**src/rtl/seven_seg_scanner.sv**
```systemverilog
// Time-multiplexed scanner for a common-anode 7-segment display with per-slot anode-off gap.
// Registered outputs; shadow value captured on load, sampled once per slot at the GAP->SHOW edge.
module seven_seg_scanner #(
   parameter int DIGITS      = 4,
   parameter int SLOT_CYCLES = 50000,
   parameter int GAP_CYCLES  = 16
) (
   input  logic                  clk,
   input  logic                  rst_n,
   input  logic                  enable,
   input  logic                  load,
   input  logic [4*DIGITS-1:0]   value_in,
   input  logic [DIGITS-1:0]     dp_in,
   input  logic                  blank_lz,
   output logic [3:0]            bin,
   output logic [DIGITS-1:0]     an_n,
   output logic                  dp_n,
   output logic [2:0]            digit_idx,
   output logic                  frame_done
);

   localparam int CW = (SLOT_CYCLES > 1) ? $clog2(SLOT_CYCLES) : 1;
   localparam logic [CW-1:0] SLOT_LAST = CW'(SLOT_CYCLES - 1);

   typedef enum logic [1:0] {S_OFF, S_GAP, S_SHOW} state_t;

   state_t              state_q, state_d;
   logic [CW-1:0]       cnt_q, cnt_d;
   logic [2:0]          idx_q, idx_d;
   logic [4*DIGITS-1:0] val_q, val_d;
   logic [DIGITS-1:0]   dpsh_q, dpsh_d;
   logic [3:0]          bin_q, bin_d;
   logic [DIGITS-1:0]   an_q, an_d;
   logic                dpn_q, dpn_d;
   logic                fd_q, fd_d;

   logic                capture, slot_end, stop, gap_last, last_digit;
   logic [3:0]          cur_nib;
   logic                cur_dp, cur_nz, lit;
   logic [DIGITS-1:0]   nz_above, onehot_n;

   assign gap_last   = (GAP_CYCLES == 0) || (int'(cnt_q) == GAP_CYCLES - 1);
   assign last_digit = (int'(idx_q) == DIGITS - 1);

   // Shadow registers accept a load in every state; the slot in progress keeps its captured copy.
   always_comb begin
      val_d  = load ? value_in : val_q;
      dpsh_d = load ? dp_in    : dpsh_q;
   end

   // nz_above[i]: some digit at or above i has a non-zero nibble or a lit dp.
   always_comb begin
      logic acc;
      acc      = 1'b0;
      nz_above = '0;
      for (int i = DIGITS - 1; i >= 0; i--) begin
         acc         = acc | (|val_q[4*i +: 4]) | dpsh_q[i];
         nz_above[i] = acc;
      end
   end

   always_comb begin
      cur_nib  = 4'h0;
      cur_dp   = 1'b0;
      cur_nz   = 1'b0;
      onehot_n = '1;
      for (int i = 0; i < DIGITS; i++) begin
         if (int'(idx_q) == i) begin
            cur_nib     = val_q[4*i +: 4];
            cur_dp      = dpsh_q[i];
            cur_nz      = nz_above[i];
            onehot_n[i] = 1'b0;
         end
      end
      lit = !(blank_lz && (idx_q != 3'd0) && !cur_nz);
   end

   always_ff @(posedge clk or negedge rst_n) begin
      if (!rst_n) begin
         state_q <= S_OFF;
         cnt_q   <= '0;
         idx_q   <= '0;
         val_q   <= '0;
         dpsh_q  <= '0;
         bin_q   <= '0;
         an_q    <= '1;
         dpn_q   <= 1'b1;
         fd_q    <= 1'b0;
      end else begin
         state_q <= state_d;
         cnt_q   <= cnt_d;
         idx_q   <= idx_d;
         val_q   <= val_d;
         dpsh_q  <= dpsh_d;
         bin_q   <= bin_d;
         an_q    <= an_d;
         dpn_q   <= dpn_d;
         fd_q    <= fd_d;
      end
   end

   // With no gap, the first slot lights at once; later slots still spend the boundary cycle dark.
   always_comb begin
      state_d  = state_q;
      cnt_d    = cnt_q;
      idx_d    = idx_q;
      capture  = 1'b0;
      slot_end = 1'b0;
      stop     = 1'b0;
      case (state_q)
         S_OFF: begin
            if (enable) begin
               cnt_d = '0;
               idx_d = '0;
               if (GAP_CYCLES == 0) begin
                  state_d = S_SHOW;
                  capture = 1'b1;
               end else begin
                  state_d = S_GAP;
               end
            end
         end
         S_GAP: begin
            if (!enable) begin
               stop = 1'b1;
            end else begin
               cnt_d = cnt_q + CW'(1);
               if (gap_last) begin
                  state_d = S_SHOW;
                  capture = 1'b1;
               end
            end
         end
         S_SHOW: begin
            if (!enable) begin
               stop = 1'b1;
            end else if (cnt_q == SLOT_LAST) begin
               cnt_d    = '0;
               idx_d    = last_digit ? 3'd0 : idx_q + 3'd1;
               state_d  = S_GAP;
               slot_end = 1'b1;
            end else begin
               cnt_d = cnt_q + CW'(1);
            end
         end
         default: stop = 1'b1;
      endcase
      if (stop) begin
         state_d = S_OFF;
         cnt_d   = '0;
         idx_d   = '0;
      end
   end

   always_comb begin
      bin_d = bin_q;
      an_d  = an_q;
      dpn_d = dpn_q;
      fd_d  = slot_end && last_digit;
      if (state_d == S_OFF) begin
         bin_d = 4'h0;
         an_d  = '1;
         dpn_d = 1'b1;
         fd_d  = 1'b0;
      end else if (capture) begin
         bin_d = cur_nib;
         an_d  = lit ? onehot_n : '1;
         dpn_d = lit ? ~cur_dp : 1'b1;
      end else if (state_d == S_GAP) begin
         an_d  = '1;
         dpn_d = 1'b1;
      end
   end

   assign bin        = bin_q;
   assign an_n       = an_q;
   assign dp_n       = dpn_q;
   assign digit_idx  = idx_q;
   assign frame_done = fd_q;

endmodule

```
**config.mk**
```make
export PLATFORM = sky130hd
export DESIGN_NAME = seven_seg_scanner
export DESIGN_NICKNAME = d
export VERILOG_FILES = /design/src/rtl/seven_seg_scanner.sv
export SDC_FILE = /design/constraint.sdc
export NUM_CORES = 1
export LEC_CHECK = 0
export ABC_AREA = 1
export CAP_MARGIN = 20
export CORE_UTILIZATION = 61
export DETAILED_ROUTE_END_ITERATION = 16
export DONT_BUFFER_PORTS = 1
export GPL_TIMING_DRIVEN = 0
export PLACE_DENSITY = 0.77
export SYNTH_ARGS = -nofsm -noshare
export SYNTH_HDL_FRONTEND = slang
export SYNTH_SLANG_ARGS = --single-unit
```
**constraint.sdc**
```tcl
create_clock -name clk -period 5.8 [get_ports clk]
set_input_delay 0 -clock clk [delete_from_list [all_inputs] [get_ports clk]]
set_output_delay 0 -clock clk [all_outputs]
set_load 0.02 [all_outputs]
```
### Word level (Yosys, flattened, before mapping)

Cells that the tools add are included.

* add/sub/neg operators: 2
* eq/ne operators: 12
* multiplexer cells: 54
* bitwise operators: 8
* reductions and logical operators: 19

Operator list (count)
* 2-to-1 mux 16 bit: 5
* one-hot mux 16 bit (3 select lines): 1
* 2-to-1 mux 4 bit: 10
* 2-to-1 mux 1 bit: 24
* adder 16 x 1 -> 16 bit (second input constant): 1
* equality test 16 bit (second input constant): 1
* equality test 16 x 5 -> 1 bit (second input constant): 1
* OR reduction 4 bit: 4
* 2-to-1 mux 3 bit: 5
* 2-to-1 mux 2 bit: 6
* != test 3 bit (second input constant): 4
* nonzero test 3 bit: 3
* AND reduction 4 bit: 2
* bitwise OR 1 bit: 7
* equality test 3 bit (second input constant): 2
* one-hot mux 2 bit (3 select lines): 1
* one-hot mux 3 bit (2 select lines): 1
* equality test 2 x 1 -> 1 bit (second input constant): 2
* logical NOT 2 bit: 2
* nonzero test 4 bit: 1
* adder 3 x 1 -> 3 bit (second input constant): 1
* equality test 3 x 2 -> 1 bit (second input constant): 1
* logical AND 1 bit: 3
* logical NOT 3 bit: 1
* 6 further kinds: 6

* flip-flop bits (word level): 51
* input bits: 25
* logic and storage cells: 104

### Depth between registers and ports, before layout

* depth in word-level cells: 17
* depth in mapped cells: 15

### Least setup slack after synthesis

No wires, ideal clock.

* path kind: register to register
* start: reg state_q[0]
* end: reg cnt_q[8]
* setup time: 119 ps
* data arrival time: 1701 ps
* required time: 5681 ps
* path slack: 3980 ps
* cell stages (with the launch flop): 14
* buffers on the path: 1
* clock period less this slack: 1820 ps
* cells stage by stage: dfrtp_1 -> inv_1 -> ha_1 -> nor2_1 -> nor2_4 -> nor2_4 -> inv_4 -> nand2_4 -> inv_4 -> buf_12 -> nand2_4 -> nor2_4 -> a21oi_2 -> a21oi_2

* cells in the longest elaborated chain, start to end: 5
* elaborated cells on any way between the ends: 12
* those cells by class: eq/ne (5); mux (3); reduce/logical (4)

RTL lines
* start: declaration: line 27 `state_t state_q, state_d;`
* start signal: assignment: line 90 `state_q <= state_d;`
* equality test 2 bit / equality test 2 x 1 -> 1 bit (equally long branches): line 110 `case (state_q)`
* OR reduction 2 bit (no line)
* one-hot mux 1 bit (2 select lines): line 110
* != test 3 bit (no line) / nonzero test 4 bit (equally long branches)
* AND reduction 4 bit (no line)
* end signal: assignment: line 91 `cnt_q <= cnt_d;`
* end: declaration: line 28 `logic [CW-1:0] cnt_q, cnt_d;`

Parallel ways exist; a longest one is shown, timed or not.
A chain may end at the register's enable or synchronous reset.

### Worst setup path in the final report

* start: reg state_q[0]
* end: reg cnt_q[7]

The elaborated chain is that of the path after synthesis.

==> report_table.html <==
<table>
<tr><th>Metric</th><th>Value</th></tr>
<tr><th colspan="2">Run status</th></tr>
<tr><td>Status</td><td>finished clean</td></tr>
<tr><th colspan="2">Setup path</th></tr>
<tr><td>Depth of the most critical reg-to-reg path</td><td>11</td></tr>
<tr><td>Crit path launch type</td><td>flop</td></tr>
<tr><td>Arrival @ worst endpoint</td><td>2.27 ns</td></tr>
<tr><td>Slowest cell on the critical path</td><td>sky130_fd_sc_hd__dfrtp_1</td></tr>
<tr><td>Setup CP Type</td><td>flop to flop</td></tr>
<tr><td>Reg2Reg Launch Point</td><td>state_q[0]</td></tr>
<tr><td>Maximum cell stage delay along the critical path</td><td>0.41 ns</td></tr>
<tr><td>Minimum setup slack among reg-to-reg paths</td><td>3.76 ns</td></tr>
<tr><td>Cell breakdown of the critical path</td><td>inv_1 &gt; ha_1 &gt; nand2_4 &gt; inv_4 &gt; nor2_4 &gt; nor2_4 &gt; inv_4 &gt; nand2_4 &gt; nor4_2 &gt; nand2_1 &gt; a21oi_1</td></tr>
<tr><td>Critical Path Sink Type</td><td>flop</td></tr>
<tr><td>Data required time of the critical path</td><td>6.03 ns</td></tr>
<tr><td>Critical-path maximum fanout</td><td>8</td></tr>
<tr><td>Critical R2R Capture</td><td>cnt_q[7]</td></tr>
<tr><th colspan="2">CTS</th></tr>
<tr><td>Number of buffers between clock root and the deepest sink</td><td>2</td></tr>
<tr><td>Clock tree from TritonCTS</td><td>done</td></tr>
<tr><td>Clock transition time at the flip-flop clock pins of the worst setup and hold paths</td><td>0.09 ns</td></tr>
<tr><td>Number of clock buffers inserted by TritonCTS</td><td>5</td></tr>
<tr><td>Number of buffers inserted to repair setup after CTS</td><td>0</td></tr>
<tr><td>H-tree depth</td><td>2</td></tr>
<tr><td>Clock tree sinks</td><td>51</td></tr>
<tr><td>CTS resizes</td><td>0</td></tr>
<tr><td>CTS Root Buffer Type</td><td>sky130_fd_sc_hd__clkbuf_8</td></tr>
<tr><td>Hold-fix buffer count after cts</td><td>23</td></tr>
<tr><td>Clock insertion delay at the later pin of the skew report</td><td>0.31 ns</td></tr>
<tr><th colspan="2">Synth</th></tr>
<tr><td>Most common library cells after synthesis</td><td>82 x sky130_fd_sc_hd__nand2_1, 59 x sky130_fd_sc_hd__inv_1, 50 x sky130_fd_sc_hd__nor2_1, 46 x sky130_fd_sc_hd__dfrtp_1, 28 x sky130_fd_sc_hd__o21ai_0</td></tr>
<tr><td>Area of the mapped netlist</td><td>0.00301 mm2</td></tr>
<tr><td>Most frequent cell after synthesis</td><td>sky130_fd_sc_hd__nand2_1</td></tr>
<tr><td>Share of async-settable or async-resettable flops after synthesis</td><td>100%</td></tr>
<tr><td>Register area share after synthesis</td><td>42.5%</td></tr>
<tr><td>Library cell occupying the most area in the post-synthesis netlist</td><td>sky130_fd_sc_hd__dfrtp_1</td></tr>
<tr><td>Net count of the mapped netlist</td><td>425</td></tr>
<tr><td>Biggest area contributors in the synthesized netlist</td><td>sky130_fd_sc_hd__dfrtp_1 38%, sky130_fd_sc_hd__nand2_1 10%, sky130_fd_sc_hd__inv_1 7.3%, sky130_fd_sc_hd__nor2_1 6.2%, sky130_fd_sc_hd__o21ai_0 4.6%</td></tr>
<tr><td>Yosys top cell area share</td><td>38.2%</td></tr>
<tr><td>Total of flip-flops plus latches after synthesis</td><td>51</td></tr>
<tr><td>Mean area per synthesized cell</td><td>7.71 um2</td></tr>
<tr><td>Number of different library cells in the post-synthesis netlist</td><td>38</td></tr>
<tr><td>Primary FF master, synth</td><td>sky130_fd_sc_hd__dfrtp_1</td></tr>
<tr><td>Syn. warnings</td><td>0</td></tr>
<tr><td>Number of instances in the synthesized netlist</td><td>391</td></tr>
<tr><td>Number of flops mapped to enable cells by yosys</td><td>0</td></tr>
<tr><th colspan="2">Global route</th></tr>
<tr><td>Vias in the first global route</td><td>2626</td></tr>
<tr><td>GR met3 Demand/Resource</td><td>5.42%</td></tr>
<tr><td>Total gr overflow</td><td>0</td></tr>
<tr><td>Global-route usage over all layers</td><td>28.2%</td></tr>
<tr><td>Largest net degree at the start of global routing</td><td>52</td></tr>
<tr><td>Antenna violations before repair</td><td>0</td></tr>
<tr><td>GR Util met2</td><td>50.2%</td></tr>
<tr><td>Grt met1 use</td><td>34.3%</td></tr>
<tr><td>Highest-utilization routing layer at the global route stage</td><td>met2</td></tr>
<tr><td>Wire length of the first global-routing pass</td><td>11300 um</td></tr>
<tr><th colspan="2">Route</th></tr>
<tr><td>First-pass iteration count of the detailed router</td><td>5</td></tr>
<tr><td>Avg WL per Cell</td><td>14.0 um</td></tr>
<tr><td>Routed via count divided by cell count</td><td>5.44</td></tr>
<tr><td>Final wirelength</td><td>6840 um</td></tr>
<tr><td>Number of DRC markers after the initial detailed-route iteration</td><td>201</td></tr>
<tr><td>Residual DRC</td><td>0</td></tr>
<tr><td>Remaining antenna violation count</td><td>0</td></tr>
<tr><td>Via count of the routed design</td><td>2659</td></tr>
<tr><th colspan="2">Die</th></tr>
<tr><td>Boundary pin count</td><td>38</td></tr>
<tr><td>Floorplan core area</td><td>0.00472 mm2</td></tr>
<tr><td>Die width</td><td>72.3 um</td></tr>
<tr><td>Vertical die dimension</td><td>72.3 um</td></tr>
<tr><td>Standard-cell row count</td><td>25</td></tr>
<tr><td>Full die area</td><td>0.00523 mm2</td></tr>
<tr><td>Starting Density</td><td>63.8%</td></tr>
<tr><th colspan="2">Timing</th></tr>
<tr><td>Setup tns final</td><td>0 ns</td></tr>
<tr><td>Post-route setup slack</td><td>3.76 ns</td></tr>
<tr><td>Highest clock rate</td><td>491 MHz</td></tr>
<tr><td>Final worst path period share</td><td>35.1%</td></tr>
<tr><td>Final critical-path required period</td><td>2.04 ns</td></tr>
<tr><td>Worst hold slack</td><td>0.0628 ns</td></tr>
<tr><td>Setup repair after global routing missed its margin</td><td>no</td></tr>
<tr><td>Worst slew margin relative to its limit</td><td>71.5%</td></tr>
<tr><td>Count of final hold-check violations</td><td>0</td></tr>
<tr><td>Slew Limit Fails</td><td>0</td></tr>
<tr><td>Slew @ Worst Pin</td><td>0.424 ns</td></tr>
<tr><td>Final number of setup-violating endpoints</td><td>0</td></tr>
<tr><td>Worst clock skew</td><td>0.0121 ns</td></tr>
<tr><th colspan="2">Cells and area</th></tr>
<tr><td>Finished Core Util</td><td>73.6%</td></tr>
<tr><td>Fraction of final layout cells sized beyond drive strength 1</td><td>11.4%</td></tr>
<tr><td>Synthesis-to-layout area growth</td><td>15.4%</td></tr>
<tr><td>Register Area</td><td>0.00128 mm2</td></tr>
<tr><td>Antenna diode instance count</td><td>0</td></tr>
<tr><td>Fill cell instance count of the final layout</td><td>359</td></tr>
<tr><td>Number of nets in the finished design</td><td>455</td></tr>
<tr><td>Area of the multi-input gates</td><td>0.00143 mm2</td></tr>
<tr><th colspan="2">Place</th></tr>
<tr><td>Half-perimeter wire length of the detailed placement result</td><td>4800 um</td></tr>
<tr><td>Port-buffer cells</td><td>0</td></tr>
<tr><td>Place WS</td><td>3.77 ns</td></tr>
<tr><td>Weighted congestion reported at the end of routability-driven placement</td><td>0.960</td></tr>
<tr><th colspan="2">Power and ir drop</th></tr>
<tr><td>Power per cell area</td><td>266 mW/mm2</td></tr>
<tr><td>P_leak</td><td>0.00167 uW</td></tr>
<tr><td>Worst IR Drop VDD</td><td>172 uV</td></tr>
<tr><th colspan="2">Hold path</th></tr>
<tr><td>Worst hold path startpoint</td><td>blank_lz</td></tr>
<tr><td>Hold Path End</td><td>an_n[1]</td></tr>
<tr><td>Number of cells on the worst hold path</td><td>6</td></tr>
<tr><td>Min-Delay Path Class</td><td>input port to flop</td></tr>
<tr><th colspan="2">Run</th></tr>
<tr><td>Number of max-cap violations</td><td>0</td></tr>
</table>
==> critical path, delay by kind of cell, from the launching register on <==
family / cells / cell delay (ns)
compound gates: 1 / 0.15
fa+ha+maj: 1 / 0.29
buf+inv: 3 / 0.27
flops: 1 / 0.41
simple gates: 6 / 0.85
==> cell usage in the layout, fill, tap and decap left out, types with 2 or more instances in the layout <==
cell type,instances
sky130_fd_sc_hd__inv_1,59
sky130_fd_sc_hd__dfrtp_1,46
sky130_fd_sc_hd__nor2_2,4
sky130_fd_sc_hd__a21oi_1,16
sky130_fd_sc_hd__bufinv_16,2
sky130_fd_sc_hd__nor3_2,3
sky130_fd_sc_hd__inv_4,4
sky130_fd_sc_hd__nand3_1,23
sky130_fd_sc_hd__clkbuf_8,5
sky130_fd_sc_hd__o211ai_1,3
sky130_fd_sc_hd__xor2_1,3
sky130_fd_sc_hd__dfstp_2,5
sky130_fd_sc_hd__o21ai_0,28
sky130_fd_sc_hd__nand2_2,3
sky130_fd_sc_hd__nor2_1,50
sky130_fd_sc_hd__nor3_1,2
sky130_fd_sc_hd__dlygate4sd3_1,22
sky130_fd_sc_hd__clkbuf_1,5
sky130_fd_sc_hd__nand4_1,12
sky130_fd_sc_hd__a21oi_2,2
sky130_fd_sc_hd__nand2_1,82
sky130_fd_sc_hd__a21boi_0,3
sky130_fd_sc_hd__inv_2,2
sky130_fd_sc_hd__a211oi_2,2
sky130_fd_sc_hd__nand2_4,4
sky130_fd_sc_hd__a22oi_1,2
sky130_fd_sc_hd__o22ai_1,4
sky130_fd_sc_hd__nor2_4,3
sky130_fd_sc_hd__nor4_1,2
sky130_fd_sc_hd__ha_1,9
==> through the flow <==
step | power (uW) | area [um2] | cells
CTS | 920 | 3480 | 489
detailed placement | 614 | 3100 | 458
finish | 924 | 3480 | 489
floorplan | 569 | 3010 | 391
global route | 967 | 3480 | 489
global placement | 609 | 3100 | 458
==> layer usage <==
layer | wire length (um) | part of all wire, %
met1 | 2960 | 43
met2 | 3430 | 50
met3 | 309 | 4.5
met4 | 129 | 1.9
met5 | 0 | 0
==> kinds of logic after synthesis <==
group,Yosys count,synth area share [%]
AOI/OAI and AO/OA,63,12.4
muxes,1,0.374
DFF,51,42.5
and+or+nand+nor,192,30.0
xor gates and xnor gates,3,0.872
buffers and inverters,72,10.1
adders and majority gates,9,3.74
==> flip-flops by register name, summed over array words and instances, names as in the netlist <==
register,count
cnt_q,16
val_q,16
an_n,4
bin,4
dpsh_q,4
digit_idx,3
state_q,2
dp_n,1
frame_done,1
==> worst max path at each step <==
| stage | start | to | slack (ns) |
|---|---|---|---|
| after floorplan | state_q[0] | cnt_q[8] | 3.98 |
| after global placement | state_q[0] | cnt_q[7] | 3.80 |
| after detailed placement | state_q[0] | cnt_q[7] | 3.77 |
| after CTS | state_q[0] | cnt_q[7] | 3.76 |
| after global routing | state_q[1] | cnt_q[7] | 3.60 |
| final | state_q[0] | cnt_q[7] | 3.76 |
==> final cells by class <==
class                      instances  share of cell area, %
tap                               67                   2.41
inverter                          65                   7.30
clock buffer                       6                   2.09
clock inverter                     2                   1.73
sequential                        51                   36.9
buffer                             7                   1.47
multi-input combinational        268                   41.0
timing repair buffer              23                   7.12
==> power by group <==
part	internal (uW)	leakage, uW	switching (uW)
Clock	173	0.0000654	120
Sequential	374	0.000656	10.3
Combinational	81.8	0.000946	165
Power figures use the tool's default switching activity.
